[src/rtl/addr_decode_rt.sv]
// Address decoder with a runtime-programmable rule table and registered lookup response.
// Optional decode-error counter enabled by ADDR_DECODE_RT_ERR_CNT_EN.
module addr_decode_rt #(
    parameter int unsigned NoIndices   = 32'd2,
    parameter int unsigned NoRules     = 32'd4,
    parameter int unsigned AddrWidth   = 32'd32,
    parameter int unsigned ErrCntWidth = 32'd16,
    localparam int unsigned IdxWidth   =
        (NoIndices > 32'd1) ? unsigned'($clog2(NoIndices)) : 32'd1,
    localparam int unsigned RuleWidth  =
        (NoRules > 32'd1) ? unsigned'($clog2(NoRules)) : 32'd1
) (
    input  logic                   clk_i,
    input  logic                   rst_ni,
    input  logic                   cfg_we_i,
    input  logic [RuleWidth-1:0]   cfg_rule_i,
    input  logic                   cfg_en_i,
    input  logic [IdxWidth-1:0]    cfg_idx_i,
    input  logic [AddrWidth-1:0]   cfg_start_i,
    input  logic [AddrWidth-1:0]   cfg_end_i,
    output logic                   cfg_err_o,
    input  logic                   en_default_idx_i,
    input  logic [IdxWidth-1:0]    default_idx_i,
    input  logic                   req_valid_i,
    output logic                   req_ready_o,
    input  logic [AddrWidth-1:0]   req_addr_i,
    output logic                   rsp_valid_o,
    input  logic                   rsp_ready_i,
    output logic [IdxWidth-1:0]    rsp_idx_o,
    output logic                   rsp_dec_error_o,
    input  logic                   err_cnt_clr_i,
    output logic [ErrCntWidth-1:0] err_cnt_o
);

    logic [NoRules-1:0]                en_q, en_d;
    logic [NoRules-1:0][IdxWidth-1:0]  idx_q, idx_d;
    logic [NoRules-1:0][AddrWidth-1:0] start_q, start_d;
    logic [NoRules-1:0][AddrWidth-1:0] end_q, end_d;

    logic                cfg_err_q, cfg_err_d;
    logic                rsp_valid_q, rsp_valid_d;
    logic [IdxWidth-1:0] rsp_idx_q, rsp_idx_d;
    logic                rsp_err_q, rsp_err_d;

    logic                cfg_bad;
    logic                cfg_ok;
    logic                accept;
    logic                dec_hit;
    logic [IdxWidth-1:0] dec_idx;
    logic                dec_err;

    assign cfg_bad = (32'(cfg_idx_i) >= NoIndices) ||
                     (32'(cfg_rule_i) >= NoRules);
    assign cfg_ok  = cfg_we_i && !cfg_bad;

    always_comb begin
        en_d      = en_q;
        idx_d     = idx_q;
        start_d   = start_q;
        end_d     = end_q;
        cfg_err_d = cfg_we_i && cfg_bad;
        for (int unsigned i = 0; i < NoRules; i++) begin
            if (cfg_ok && (cfg_rule_i == RuleWidth'(i))) begin
                en_d[i]    = cfg_en_i;
                idx_d[i]   = cfg_idx_i;
                start_d[i] = cfg_start_i;
                end_d[i]   = cfg_end_i;
            end
        end
    end

    // Ascending scan: a later (higher-numbered) hit overrides earlier ones.
    always_comb begin
        dec_hit = 1'b0;
        dec_idx = '0;
        dec_err = 1'b0;
        for (int unsigned i = 0; i < NoRules; i++) begin
            if (en_q[i] && (start_q[i] < end_q[i]) &&
                (req_addr_i >= start_q[i]) && (req_addr_i < end_q[i])) begin
                dec_hit = 1'b1;
                dec_idx = idx_q[i];
            end
        end
        if (!dec_hit) begin
            if (en_default_idx_i) begin
                dec_idx = default_idx_i;
            end else begin
                dec_idx = '0;
                dec_err = 1'b1;
            end
        end
    end

    assign req_ready_o = !rsp_valid_q || rsp_ready_i;
    assign accept      = req_valid_i && req_ready_o;

    always_comb begin
        rsp_valid_d = rsp_valid_q;
        rsp_idx_d   = rsp_idx_q;
        rsp_err_d   = rsp_err_q;
        if (accept) begin
            rsp_valid_d = 1'b1;
            rsp_idx_d   = dec_idx;
            rsp_err_d   = dec_err;
        end else if (rsp_ready_i) begin
            rsp_valid_d = 1'b0;
        end
    end

    always_ff @(posedge clk_i or negedge rst_ni) begin
        if (!rst_ni) begin
            en_q        <= '0;
            idx_q       <= '0;
            start_q     <= '0;
            end_q       <= '0;
            cfg_err_q   <= 1'b0;
            rsp_valid_q <= 1'b0;
            rsp_idx_q   <= '0;
            rsp_err_q   <= 1'b0;
        end else begin
            en_q        <= en_d;
            idx_q       <= idx_d;
            start_q     <= start_d;
            end_q       <= end_d;
            cfg_err_q   <= cfg_err_d;
            rsp_valid_q <= rsp_valid_d;
            rsp_idx_q   <= rsp_idx_d;
            rsp_err_q   <= rsp_err_d;
        end
    end

    assign cfg_err_o       = cfg_err_q;
    assign rsp_valid_o     = rsp_valid_q;
    assign rsp_idx_o       = rsp_idx_q;
    assign rsp_dec_error_o = rsp_err_q;

`ifdef ADDR_DECODE_RT_ERR_CNT_EN
    logic [ErrCntWidth-1:0] err_cnt_q, err_cnt_d;

    // Clear takes priority; increments saturate at all-ones.
    always_comb begin
        err_cnt_d = err_cnt_q;
        if (err_cnt_clr_i) begin
            err_cnt_d = '0;
        end else if (accept && dec_err && (err_cnt_q != '1)) begin
            err_cnt_d = err_cnt_q + 1'b1;
        end
    end

    always_ff @(posedge clk_i or negedge rst_ni) begin
        if (!rst_ni) begin
            err_cnt_q <= '0;
        end else begin
            err_cnt_q <= err_cnt_d;
        end
    end

    assign err_cnt_o = err_cnt_q;
`else
    logic unused_err_cnt_clr;
    assign unused_err_cnt_clr = err_cnt_clr_i;
    assign err_cnt_o          = '0;
`endif

endmodule

[config.mk]
export PLATFORM = sky130hd
export DESIGN_NAME = addr_decode_rt
export DESIGN_NICKNAME = d
export VERILOG_FILES = /design/src/rtl/addr_decode_rt.sv
export SDC_FILE = /design/constraint.sdc
export NUM_CORES = 1
export LEC_CHECK = 0
export BUFFER_PORTS_ARGS = -buffer_cell sky130_fd_sc_hd__buf_4
export CORE_ASPECT_RATIO = 1.25
export CORE_MARGIN = 8
export CORE_UTILIZATION = 42
export DETAILED_ROUTE_END_ITERATION = 7
export GPL_TIMING_DRIVEN = 0
export SYNTH_ARGS = -nofsm -noshare
export SYNTH_HDL_FRONTEND = slang
export SYNTH_SLANG_ARGS = --single-unit
[constraint.sdc]
create_clock -name clk_i -period 3.12 [get_ports clk_i]
set_input_delay 0.468 -clock clk_i [delete_from_list [all_inputs] [get_ports clk_i]]
set_output_delay 0.468 -clock clk_i [all_outputs]
set_load 0.005 [all_outputs]
==> results by group <==
Detailed routing
  • Post-route ant nets: 0
  • DR vias: about 14000
  • Drt drc: 0
  • Via/cell ratio: 5.52
  • Uppermost routed layer: met4
  • Metal2 WL: approximately 29 mm
  • Drt total wl: between 50 and 60 mm
  • Metal1 wirelength: between 20 and 25 mm
  • WL met3: 2.20 mm
  • Initial DRC count: a little under 800
  • Wire per inst: between 20 and 25 um
  • Drt pass-1 iters: 5

Setup path
  • R2R cell count: 11
  • Crit path from: end_q[101]
  • Worst path arrival time: ~3.5 ns
  • Type of the worst setup path: flip-flop to flip-flop
  • Crit start category: flip-flop
  • Critical path required time: between 3 and 4 ns
  • Flop-to-flop setup slack: about 0.085 ns
  • Worst setup EP type: flip-flop
  • Worst r2r src: end_q[101]
  • CP Max Fanout: 4
  • R2R Path End: rsp_idx_o

Cells and area
  • Layout cells sized above 1: around a fifth
  • Layout Cells excl Fill: 2600
  • Antenna fix cells: 0
  • Register area: roughly 6700 sq um
  • Post-route cell area: about 22000 sq um
  • # fillers: just over 4000
  • Nets: 2488
  • Area delta synth->final: 15.0%
  • Area of the multi-input gates: 11000 sq um

Run status
  • Status: finished clean

Floorplanning
  • Die width: slightly above 200 um
  • Die Footprint: ~52000 sq um
  • Effective utilization at floorplan: 42.7%
  • Placeable Area: 44100 sq um
  • Row cnt: 86
  • Chip Height: between 200 and 300 um
  • # IOs: 129

STA
  • Max-slew headroom: between 30% and 40%
  • Final period util: 97.3%
  • Unrepaired setup endpoints after global routing: no
  • Setup Viol. Count Final: 0
  • Final Skew: ~0.0082 ns
  • Hold slack: between 0.09 and 0.1 ns
  • Setup TNS: 0 ns
  • Final Max Tran Viols: 0
  • Post-route setup slack: between 0.08 and 0.09 ns
  • Fmax: between 0.3 and 0.4 GHz
  • Hold Vio Cnt, Final: 0
  • Worst-Margin Slew: around 0.94 ns
  • Fin crit period: slightly above 3 ns

Power and ir drop
  • Power Dens Cells: about 590 nW/um^2
  • Leakage: ~0.011 uW
  • Maximum vdd drop: roughly 470 uV

Job
  • Max cap viols: 0

Global routing
  • Vias in the first global route: roughly 15000
  • Initial antenna violation count: 0
  • Grt total ovfl: 0
  • Gr usage total: a little over a fifth
  • Largest net degree at the start of global routing: about 110
  • Global-route wire length before repair: approximately 86 mm

CTS
  • Clk slew on worst S/H paths: approximately 0.060 ns
  • Htree depth: 1
  • Total CTS buffers: 30
  • CTS Root Cell: clkbuf_16
  • TritonCTS clock tree: built
  • Worst-case clock buffer depth: 3
  • Clock latency on the worst-skew pair: around 0.57 ns
  • # clock sinks: 267

Synthesis
  • Yosys warns: 0
  • Commonest register cell after synthesis: dfrtp_1
  • FFs w/ async S/R, synth: 100%
  • Flops & latches, synth: ~270
  • Largest cells by area after synthesis: dfrtp_1 36%, ha_1 25%, mux2_2 12%, inv_1 5.1%, o21ai_0 3.1%
  • Synth Instances: 1842
  • Sequential area share after synthesis: 35.5%
  • Syn_area_per_cell: between 10 and 15 sq um
  • Synth cell types: 63
  • Yosys top cell area share: approximately 36%
  • Synthesized cell area: between 15000 and 20000 sq um
  • Most frequent cells after synthesis: 376 x ha_1, 267 x dfrtp_1, 254 x inv_1, 201 x mux2_2, 118 x nand2_1
  • Post-synth EDFFs: 0
  • Yosys top cell by area: dfrtp_1
  • Most instantiated library cell after synthesis: ha_1

Worst hold path
  • Hold Path Stages: 2
  • Worst hold path class: primary input to flip-flop
  • Hold path endpoint: rsp_valid_o
  • Hold Path Origin: req_valid_i

Placement
  • Port Buffer Count: 110
  • Post-DP HPWL: 44.5 mm
  • Placed cell count: around 2500
  • Gpl congestion: between 0.9 and 1
  • Cell Area, Placed: ~20000 sq um
  • DP Worst Slack: -0.622 ns
-- critical path, stage by stage (launching register included) --
cell and delay [ns]:
dfrtp_1 0.37, inv_1 0.08, ha_1 0.26, a2111o_1 0.38, a31oi_1 0.14, o21ai_0 0.19
a21oi_2 0.39, o2111ai_1 0.28, a311o_1 0.45, nand2_1 0.13, a221oi_2 0.05, o31ai_2 0.23
-- state kept, by name (all words and copies together), names as in the netlist --
register,cells
end_q,128
idx_q,4
en_q,4
rsp_valid_o,1
start_q,128
rsp_dec_error_o,1
rsp_idx_o,1
-- metrics by stage --
| step | total power, uW | utilization [%] |
|---|---|---|
| after CTS | 12800 | 49.0 |
| after floorplan | 7350 | - |
| after detailed placement | 8840 | 46.4 |
| after global placement | 8640 | 46.3 |
| final | 12700 | 49.1 |
| after global routing | 13600 | 49.1 |
-- worst max path at each step --
| stage | end | slack (ns) | depth (start not counted) |
|---|---|---|---|
| 4_1_cts | rsp_idx_o | 0.004 | 11 |
| 6_report | rsp_idx_o | 0.08 | 11 |
| 2_1_floorplan | rsp_idx_o | 0.50 | 10 |
| 5_1_grt | rsp_idx_o | 0.004 | 11 |
| 3_5_place_dp | rsp_idx_o | -0.62 | 11 |
| 3_3_place_gp | start_q[61] | -0.85 | 1 |
-- logic make-up (layout without fill, tap and decap cells) --
family | after synthesis | count (layout) | synth area share (%)
AO/OA/AOI/OAI | 377 | 377 | 12.5
adder cells (fa/ha/maj) | 376 | 376 | 25.0
other | 1 | 17 | 0.0199
buffers and inverters | 306 | 476 | 6.44
flip-flops | 267 | 267 | 35.5
multiplexers | 201 | 201 | 12.0
AND/OR/NAND/NOR | 314 | 314 | 8.46
-- cells in the final DEF (no fill, tap or decap), drive strengths merged, types with 14 or more instances in the layout --
cell type / Yosys / final
nor2: 33 / 33
nand3: 22 / 22
clkbuf: 35 / 75
a21oi: 108 / 108
mux2: 201 / 201
a211oi: 18 / 18
buf: 17 / 130
nor2b: 14 / 14
conb: 1 / 17
a21o: 64 / 64
inv: 254 / 254
o21ai: 118 / 118
dfrtp: 267 / 267
ha: 376 / 376
nand4: 63 / 63
nand2b: 18 / 18
nand2: 118 / 118
-- per-layer routing --
metal,up-vias,global-route usage (%)
met5,-,0
met4,0,9.35
met3,103,2.36
met2,301,39.2
met1,7061,25.4
li1,6894,-
-- report_power, final --
| group | switching [uW] | internal (uW) |
|---|---|---|
| Combinational | 2390 | 1920 |
| Sequential | 421 | 4110 |
| Clock | 1550 | 2330 |
-- final cells by class --
class | instances | area share (%)
clock inverter | 16 | 0.919
timing repair buffer | 114 | 4.18
inverter | 254 | 4.40
sequential | 267 | 30.9
clock buffer | 40 | 4.11
multi-input combinational | 1285 | 51.0
tap | 572 | 3.31
buffer | 52 | 1.20
-- repair_timing --
item,CTS,global route
hold buffers,1,0
setup endpoints to repair,2,1
gates resized for setup,6,8
endpoints found under the hold margin,60,0
pin swaps,2,2
setup buffers,0,1
(Power assumes the default switching activity.)
